==> src/rtl/mac_dot_sequencer.sv <==
// mac_dot_sequencer: streams (a, b) pairs into an external combinational MAC and accumulates a dot product.
// Ports:
//   clk, rst                          clock, synchronous active-high reset
//   in_valid/in_ready/in_a/in_b/in_last   operand pair stream (in_last sampled only on handshake)
//   mac_a, mac_b, mac_c                registered operands and accumulator driven to the MAC
//   mac_res                            MAC result, combinational from mac_a/mac_b/mac_c
//   out_valid/out_ready/out_data/out_count   dot-product result stream
module mac_dot_sequencer #(
    parameter int BIT_WIDTH  = 16,
    parameter int EXP_WIDTH  = 8,
    parameter int MANT_WIDTH = 7,
    parameter int VEC_LEN    = 8,
    parameter int CNT_WIDTH  = $clog2(VEC_LEN + 1)
) (
    input  logic                 clk,
    input  logic                 rst,
    input  logic                 in_valid,
    output logic                 in_ready,
    input  logic [BIT_WIDTH-1:0] in_a,
    input  logic [BIT_WIDTH-1:0] in_b,
    input  logic                 in_last,
    output logic [BIT_WIDTH-1:0] mac_a,
    output logic [BIT_WIDTH-1:0] mac_b,
    output logic [BIT_WIDTH-1:0] mac_c,
    input  logic [BIT_WIDTH-1:0] mac_res,
    output logic                 out_valid,
    input  logic                 out_ready,
    output logic [BIT_WIDTH-1:0] out_data,
    output logic [CNT_WIDTH-1:0] out_count
);
    typedef enum logic [1:0] {ACCUM, DRAIN, DONE} state_t;
    localparam logic [CNT_WIDTH-1:0] LAST = CNT_WIDTH'(VEC_LEN - 1);
    // The word layout is only checked here; all FP arithmetic belongs to the MAC.
    if (1 + EXP_WIDTH + MANT_WIDTH != BIT_WIDTH || VEC_LEN < 1) begin : g_bad_cfg
        $error("mac_dot_sequencer: inconsistent format or VEC_LEN");
    end
    state_t state, state_next;
    logic [BIT_WIDTH-1:0] acc;
    logic [CNT_WIDTH-1:0] count;
    logic op_valid, hs;
    assign in_ready = (state == ACCUM) && !rst;
    assign hs       = in_valid && in_ready;
    assign mac_c    = acc;
    assign out_data = acc;
    always_comb begin
        state_next = state;
        state_next = (state == ACCUM) ? ((hs && (in_last || count == LAST)) ? DRAIN : ACCUM) :
                     (state == DRAIN) ? DONE :
                     (out_ready ? ACCUM : DONE);
    end
    always_ff @(posedge clk) begin
        if (rst) begin
            state     <= ACCUM;
            acc       <= '0;
            mac_a     <= '0;
            mac_b     <= '0;
            op_valid  <= 1'b0;
            count     <= '0;
            out_valid <= 1'b0;
            out_count <= '0;
        end else begin
            state <= state_next;
            // The last registered pair is folded in during DRAIN, so acc is final on entry to DONE.
            if (op_valid) acc <= mac_res;
            op_valid <= hs;
            if (hs) begin
                mac_a <= in_a;
                mac_b <= in_b;
                count <= count + CNT_WIDTH'(1);
            end
            if (state == DRAIN) begin
                out_valid <= 1'b1;
                out_count <= count;
            end
            if (state == DONE && out_ready) begin
                acc       <= '0;
                count     <= '0;
                out_valid <= 1'b0;
            end
        end
    end
endmodule

==> config.mk <==
export PLATFORM = sky130hd
export DESIGN_NAME = mac_dot_sequencer
export DESIGN_NICKNAME = d
export VERILOG_FILES = /design/src/rtl/mac_dot_sequencer.sv
export SDC_FILE = /design/constraint.sdc
export NUM_CORES = 1
export LEC_CHECK = 0
export ABC_AREA = 1
export BUFFER_PORTS_ARGS = -buffer_cell sky130_fd_sc_hd__buf_4
export CORE_MARGIN = 5
export CORE_UTILIZATION = 29
export CTS_CLUSTER_DIAMETER = 100
export DETAILED_ROUTE_END_ITERATION = 10
export GPL_TIMING_DRIVEN = 0
export RECOVER_POWER = 50
export SETUP_SLACK_MARGIN = 0.15
export SLEW_MARGIN = 40
export SYNTH_ARGS = -nofsm -noshare
export SYNTH_HDL_FRONTEND = slang
export SYNTH_SLANG_ARGS = --single-unit
==> constraint.sdc <==
create_clock -name clk -period 2.46 [get_ports clk]
set_clock_uncertainty 0.2 [all_clocks]
set_input_delay 0.369 -clock clk [delete_from_list [all_inputs] [get_ports clk]]
set_output_delay 0.369 -clock clk [all_outputs]
set_load 0.01 [all_outputs]
# Word-level counts from Yosys, hierarchy flattened
# Cells that the tools add are included.
# W data, S select, Z words.
# totals
output_inout_bits,70
register_bits,60
elab_cells,24
in_bits,53
# classes
n_eq_ne,3
n_reduce_logical,8
n_addsub,1
n_mux,4
# ops
op,n
$mux W2,3
$add A4 B1 Y4 const B,1
$eq A4 B3 Y1 const B,1
$logic_and A1 B1 Y1,4
$eq A2 B1 Y1 const B,1
$eq A2 B2 Y1 const B,1
$logic_not A2 Y1,1
$reduce_or A2 Y1,1
$logic_not A1 Y1,1
$logic_or A1 B1 Y1,1
$mux W1,1

# Longest topological paths before layout
# Gate-level depths: netlist (run 1).
# depth
ltp_word,6
depth_mapped,7
depth_no_buf,5

# Least setup slack after synthesis (run 1)
# Ideal clock, no wire load.
# synth_timing
kind,in2reg
from,input rst
to,register mac_b[0]
setup_slack_ns,1.049
path_stages,7
setup_time_ns,0.139
path_buffers,3
arrival_ns,1.072
required_time_ns,2.121
cell_sequence,buf_2 > inv_2 > nand3_2 > buf_6 > buf_6 > nand2_1 > a21oi_2
# synth_between
elab_chain_len,3
# synth_rtl
element,line,rtl
from (decl),16,"input logic rst,"
$logic_not A1 Y1,41,assign in_ready = (state == ACCUM) && !rst;
$logic_and A1 B1 Y1,41,
$logic_and A1 B1 Y1,42,assign hs = in_valid && in_ready;
to (signal assigned),68,mac_b <= in_b;
to (decl),23,"output logic [BIT_WIDTH-1:0] mac_b,"
# Parallel ways exist; a longest one is shown, timed or not.
# A chain may end at the register's enable or synchronous reset.

# Final worst setup path (run 1)
# layout_timing
from,register state[1]
to,register mac_b[2]
# layout_between
elab_chain_len,3
# layout_rtl
element,line,rtl
from (decl),37,"state_t state, state_next;"
from (signal assigned),62,state <= state_next;
$logic_not A2 Y1,41,
$logic_and A1 B1 Y1,41,
$logic_and A1 B1 Y1,42,
# Every way passes these cells.

==> results of run 1 <==
==> logic make-up (layout without fill, tap and decap cells) <==
| group | count (synthesis) | in the layout | synth area share [%] |
|---|---|---|---|
| compound gates | 60 | 60 | 14.77 |
| xor+xnor | 1 | 1 | 0.3801 |
| fa+ha+maj | 1 | 1 | 0.5428 |
| buf+inv | 40 | 177 | 11.73 |
| flops | 60 | 60 | 52.12 |
| simple gates | 121 | 121 | 20.47 |
==> metal layers <==
layer	track usage, %	part of all wire [%]	vias to the layer above	wire length, µm
li1	-	-	1148	-
met1	15.95	45	987	2856
met2	21.49	45	84	2841
met3	5.540	9.2	7	587
met4	5.357	1.3	0	80
met5	0	0	-	0
==> through the flow <==
stage,power [mW],worst slack (ps)
after global routing,2.553,442.9
after detailed placement,1.410,796.5
after CTS,2.508,737.6
after floorplan,1.225,1049
after global placement,1.406,802.1
final,2.436,645.0
==> area by class of cell <==
| class | instances | share of cell area [%] |
|---|---|---|
| sequential | 60 | 35.36 |
| multi-input combinational | 183 | 24.31 |
| timing repair buffer | 121 | 21.33 |
| buffer | 32 | 6.998 |
| clock buffer | 10 | 4.052 |
| tap | 102 | 3.757 |
| clock inverter | 6 | 3.278 |
| inverter | 8 | 0.9208 |
==> cells in the mapped netlist, drive strengths merged <==
cell,n,share of area [%]
clkinv,1,0.22
nand3,4,1.1
a21oi,55,14
o21ai,4,0.87
xor2,1,0.38
dfxtp,60,52
buf,28,9.7
nor3,2,0.43
ha,1,0.54
nand4,1,0.27
a211oi,1,0.33
nor2,6,1.1
inv,7,1.1
clkbuf,4,0.65
nand2,108,18
==> state kept, by name, indices dropped and copies added, names as in the netlist <==
register,cells
count,4
mac_a,16
mac_b,16
mac_c,16
op_valid,1
out_count,4
out_valid,1
state,2
==> worst max-delay path: stages, from the launching register on <==
cell,delay [ps]
dfxtp_1,420
nor2_1,110
nand3_1,130
clkinvlp_2,400
buf_6,300
nand2_1,70
a21oi_2,50
==> worst paths after layout <==
kind / start / to / slack [ps] / depth (start not counted)
worst min-delay path: out_ready / state[1]$_SDFF_PP0_ / 40 / 2
worst max-delay path: state[1]$_SDFF_PP0_ / mac_b[2]$_SDFFE_PP0P_ / 640 / 6
worst max register to register: state[1]$_SDFF_PP0_ / mac_b[2]$_SDFFE_PP0P_ / 640 / 6
worst min register to register: mac_b[8]$_SDFFE_PP0P_ / mac_b[8]$_SDFFE_PP0P_ / 260 / 2
==> power by group through the flow <==
stage / logic (mW) / clock network (mW) / registers [mW]
after floorplan: 0.141 / 0 / 1.08
after global placement: 0.339 / 0 / 1.07
after detailed placement: 0.341 / 0 / 1.07
after CTS: 0.342 / 1.12 / 1.05
after global routing: 0.340 / 1.16 / 1.05
final: 0.303 / 1.09 / 1.05
==> placed cells by master (no fill, tap or decap) <==
master,instances
buf_6,7
a21oi_2,10
nor3_1,2
inv_1,6
clkbuf_1,54
clkinv_2,1
clkinvlp_2,1
clkinvlp_4,1
nor2_1,6
inv_2,1
nand2_1,108
clkinv_4,1
nand3_1,4
clkbuf_8,10
a211oi_1,1
dfxtp_1,60
o21ai_0,4
ha_1,1
bufinv_16,3
xor2_1,1
buf_2,4
a21oi_1,45
buf_4,88
nand4_1,1
==> impl_metrics.json, run 1 <==
{
  "status": "finished clean",
  "wl_per_cell_um": 12.20,
  "irDropWorstVdd_uv": 358.2,
  "pwr-share-seq_pct": 42.9,
  "crit_type": "reg -> reg",
  "cts_tree": "yes",
  "end_kind": "flip-flop",
  "syn_avg_cell_area_um2": 8.144,
  "firstDrtPassIters": 4,
  "ant_nets": 0,
  "clkSinkCount": 60,
  "dp_cells": 506,
  "viasPerCell": 4.264,
  "worstPathArrival_ps": 1810,
  "hold_viol": 0,
  "die_h_um": 99.15,
  "num_antenna_cells": 0,
  "finalSetupViolCount": 0,
  "netlist_instances": 283,
  "fmax_mhz": 551.0,
  "cts_max_path_buffers": 2,
  "port_buffers": 121,
  "grt_usage_pct": 13.41,
  "p_int_mw": 1.868,
  "dr_total_vias": 2226,
  "hp-class": "in -> reg",
  "root_buffer": "clkbuf_8",
  "post_dp_cell_area_um2": 3341,
  "clk_latency_ps": 330,
  "ys_seq_area_share_pct": 52.12,
  "fin_crit_ps": 1815,
  "drive_gt1_share_pct": 30.24,
  "tightest_slew_ps": 628.7,
  "start_util_pct": 29.83,
  "grt_overflow": 0,
  "gp_congestion": 0.7991,
  "synthToLayoutAreaGrowth_pct": 47.39,
  "regArea_um2": 1201,
  "rsz0062_at_grt": "no",
  "cap_violations": 0,
  "multi_input_area_um2": 825.8,
  "worstPathMaxFanout": 10,
  "switchingPower_mw": 0.5679,
  "design_area_um2": 3397,
  "fin_util_pct": 43.96,
  "fin_hold_ws_ps": 43.70,
  "finalSetupTns_ps": 0,
  "syn_area_um2": 2305,
  "fill_cells": 845,
  "cts_buffers": 9,
  "powerDensity_nw_per_um2": 717.1,
  "nNetsFinal": 469,
  "crit_path_start_kind": "flip-flop",
  "holdBufCountCts": 0,
  "p_leak_nw": 1.426,
  "grt_pass1_vias": 2277,
  "maxSlewHeadroom_pct": 58.09,
  "rows": 32,
  "cts_resized": 0,
  "post_cts_buffers": 0,
  "coreArea_um2": 7727,
  "maxSlewViolCount": 0,
  "routed_wl_mm": 6.366,
  "switching_share_pct": 23.31,
  "yosysUniqueCellTypes": 21,
  "required_ps": 2450,
  "power.share.clock_pct": 44.6,
  "fin_cells": 522,
  "dp_hpwl_mm": 4.875,
  "grt_max_degree": 12,
  "syn-num-nets": 337,
  "design.portCount": 123,
  "route.detailed.drc": 0,
  "synth_warnings": 0,
  "die_area_um2": 9830,
  "timing.final.crit_share_pct": 73.78,
  "combinationalPowerShare_pct": 12.4,
  "ys_ff_latch": 60,
  "die_w_um": 99.15,
  "grt_first_pass_wirelength_mm": 10.56,
  "path_clk_slew_ps": 70,
  "antenna_found_initial": 0,
  "drt_iter0_markers": 42,
  "cts.htree.levels": 3
}
Power figures use the tool's default switching activity.
==> inputs of run 2 (changes only) <==
--- a/config.mk
+++ b/config.mk
@@ -5,7 +5,7 @@
 export SDC_FILE = /design/constraint.sdc
 export NUM_CORES = 1
 export LEC_CHECK = 0
-export ABC_AREA = 1
+export ABC_AREA = 0
 export BUFFER_PORTS_ARGS = -buffer_cell sky130_fd_sc_hd__buf_4
 export CORE_MARGIN = 5
 export CORE_UTILIZATION = 29
==> constraint.sdc (replaced) <==
create_clock -name clk -period 1.8 [get_ports clk]
set_clock_uncertainty 0.2 [all_clocks]
set_input_delay 0.27 -clock clk [delete_from_list [all_inputs] [get_ports clk]]
set_output_delay 0.27 -clock clk [all_outputs]
set_load 0.01 [all_outputs]
==> impl_metrics.json, run 2 <==
{
  "irDropWorstVdd_uv": 364.8,
  "drive_gt1_share_pct": 24.77,
  "r2r-start": "state[1]$_SDFF_PP0_",
  "fin_crit_ps": 1712,
  "gp_congestion": 0.7413,
  "synth_fa_ha_area_share_pct": 0.5637,
  "p_int_mw": 2.153,
  "grt_overflow": 0,
  "synth_top_area_share_pct": 54.11,
  "grt_usage_pct": 14.46,
  "combinationalPowerShare_pct": 17.2,
  "maxSlewHeadroom_pct": 66.28,
  "nNetsFinal": 494,
  "yosysUniqueCellTypes": 21,
  "powerDensity_nw_per_um2": 771.4,
  "fin_hold_ws_ps": 31.01,
  "drt_iter0_markers": 45,
  "start_util_pct": 29.18,
  "yosysMostFrequentCell": "nand2_1",
  "port_buffers": 122,
  "coreArea_um2": 7607,
  "grt_pass1_vias": 2341,
  "synth-xor-area-share_pct": 0.3946,
  "grt_first_pass_wirelength_mm": 11.30,
  "required_ps": 1850,
  "dp_hpwl_mm": 4.521,
  "fin_cells": 546,
  "switchingPower_mw": 0.7354,
  "clk_latency_ps": 320,
  "critPathLaunch": "state[1]$_SDFF_PP0_",
  "dp_cells": 479,
  "synth_async_sr_flop_share_pct": 0,
  "die_area_um2": 9503,
  "cts_buffers": 9,
  "route.detailed.drc": 0,
  "synth_warnings": 0,
  "syn-num-nets": 309,
  "yosys.area_share.simple_pct": 17.14,
  "firstDrtPassIters": 4,
  "die_w_um": 97.49,
  "synth_top_family_by_area": "simple AND/OR/NAND/NOR gates",
  "cap_violations": 0,
  "cts.htree.levels": 3,
  "layout_common_cells": "buf_4 (81), clkbuf_1 (68), nand2_1 (65)",
  "grt_max_degree": 11,
  "rsz0062_at_grt": "yes",
  "timing.final.crit_share_pct": 95.13,
  "status": "finished clean",
  "finalSetupViolCount": 0,
  "die_h_um": 97.49,
  "cts_max_path_buffers": 2,
  "synth-compound-area-share_pct": 9.414,
  "switching_share_pct": 25.46,
  "cts_tree": "yes",
  "synthTopCellsByCount": "nand2_1 (67), dfxtp_1 (60), a21oi_1 (36)",
  "hp-class": "in -> reg",
  "synth_edf_count": 0,
  "dr_total_vias": 2249,
  "ys_seq_area_share_pct": 54.11,
  "design.portCount": 123,
  "p_leak_nw": 1.578,
  "clkSinkCount": 60,
  "tightest_slew_ps": 505.8,
  "worstPathArrival_ps": 1770,
  "syn_avg_cell_area_um2": 8.704,
  "root_buffer": "clkbuf_8",
  "ys.flop_type": "dfxtp_1",
  "syn_area_um2": 2220,
  "worstPathMaxFanout": 8,
  "viasPerCell": 4.119,
  "pwr-share-seq_pct": 49.4,
  "routed_wl_mm": 6.653,
  "netlist_instances": 255,
  "crit_path_start_kind": "flip-flop",
  "power.share.clock_pct": 33.4,
  "rows": 32,
  "hold_viol": 0,
  "fill_cells": 787,
  "ys_ff_latch": 60,
  "synthMuxAreaShare_pct": 9.019,
  "crit_type": "reg -> reg",
  "fmax_mhz": 584.0,
  "synthToLayoutAreaGrowth_pct": 68.71,
  "synth_area_leaders": "dfxtp_1 (54%), nand2_1 (11%), mux2i_1 (9.0%)",
  "path_clk_slew_ps": 60,
  "min_from": "out_ready",
  "yosys.area.top_type": "dfxtp_1",
  "end_kind": "flip-flop",
  "antenna_found_initial": 0,
  "maxSlewViolCount": 0,
  "ant_nets": 0,
  "mostFrequentLayoutCell": "buf_4",
  "num_antenna_cells": 0,
  "wl_per_cell_um": 12.18
}
run 2: final cells by class:
cell class / count / area (µm²) / share of cell area [%]
plain buffers: 32 / 216.5 / 5.780
clock buffers: 12 / 135.1 / 3.608
clock inverters: 3 / 15.01 / 0.4009
inverters: 4 / 17.52 / 0.4678
multi-input cells: 159 / 819.5 / 21.88
flip-flops and latches: 60 / 1202 / 32.11
well taps: 102 / 127.6 / 3.408
repair buffers: 174 / 1211 / 32.34
run 2: kinds of logic (layout without fill, tap and decap cells):
family | count (synthesis) | after routing
mux | 20 | 20
fa+ha+maj | 1 | 1
compound gates | 41 | 41
xor+xnor | 1 | 1
flops | 60 | 60
buf+inv | 36 | 225
simple gates | 96 | 96
run 2: routing by layer:
metal / GRT usage, % / routed length [µm] / up-vias
li1: - / - / 1178
met1: 17.31 / 2946 / 981
met2: 23.77 / 3129 / 84
met3: 5.528 / 533 / 6
met4: 4.792 / 44 / 0
met5: 0 / 0 / -
run 2: final timing paths:
| kind | to | slack, ps | cells after the start |
|---|---|---|---|
| min reg2reg | out_valid$_SDFFE_PP0N_ | 250 | 2 |
| max reg2reg | count[2]$_SDFFE_PP0P_ | 90 | 4 |
| max | count[2]$_SDFFE_PP0P_ | 90 | 4 |
| min | state[1]$_SDFF_PP0_ | 30 | 4 |
run 2: per-stage QoR:
stage | power (mW) | worst slack, ps | instance area (µm²) | utilization [%] | setup TNS [ps]
4_1_cts | 2.989 | 59.95 | 3953 | 51.96 | 0
2_1_floorplan | 1.655 | 146.0 | 2220 | - | 0
3_5_place_dp | 1.901 | -107.6 | 3263 | 42.89 | -2558
5_1_grt | 3.077 | 23.87 | 3745 | 49.23 | 0
6_report | 2.889 | 87.63 | 3745 | 49.23 | 0
3_3_place_gp | 1.893 | -94.18 | 3263 | 42.89 | -2207
run 2: what timing repair did:
action	in CTS	in global routing
pin swaps	1	3
setup endpoints to repair	42	41
endpoints found under the hold margin	49	0
hold buffers	49	0
setup buffers	3	0
gates resized for setup	13	6
cloned	0	0
run 2: worst max-delay path, stage by stage, from the launching register on:
cell     delay, ps
dfxtp_2        340
or4b_4         530
buf_8          160
or3_1          300
a21oi_1        120
run 2: power groups by stage:
stage	clock network [mW]	logic, mW	registers (mW)
2_1_floorplan	0	0.177	1.48
3_3_place_gp	0	0.439	1.45
3_5_place_dp	0	0.444	1.46
4_1_cts	1.02	0.546	1.43
5_1_grt	1.10	0.547	1.43
6_report	0.966	0.496	1.43
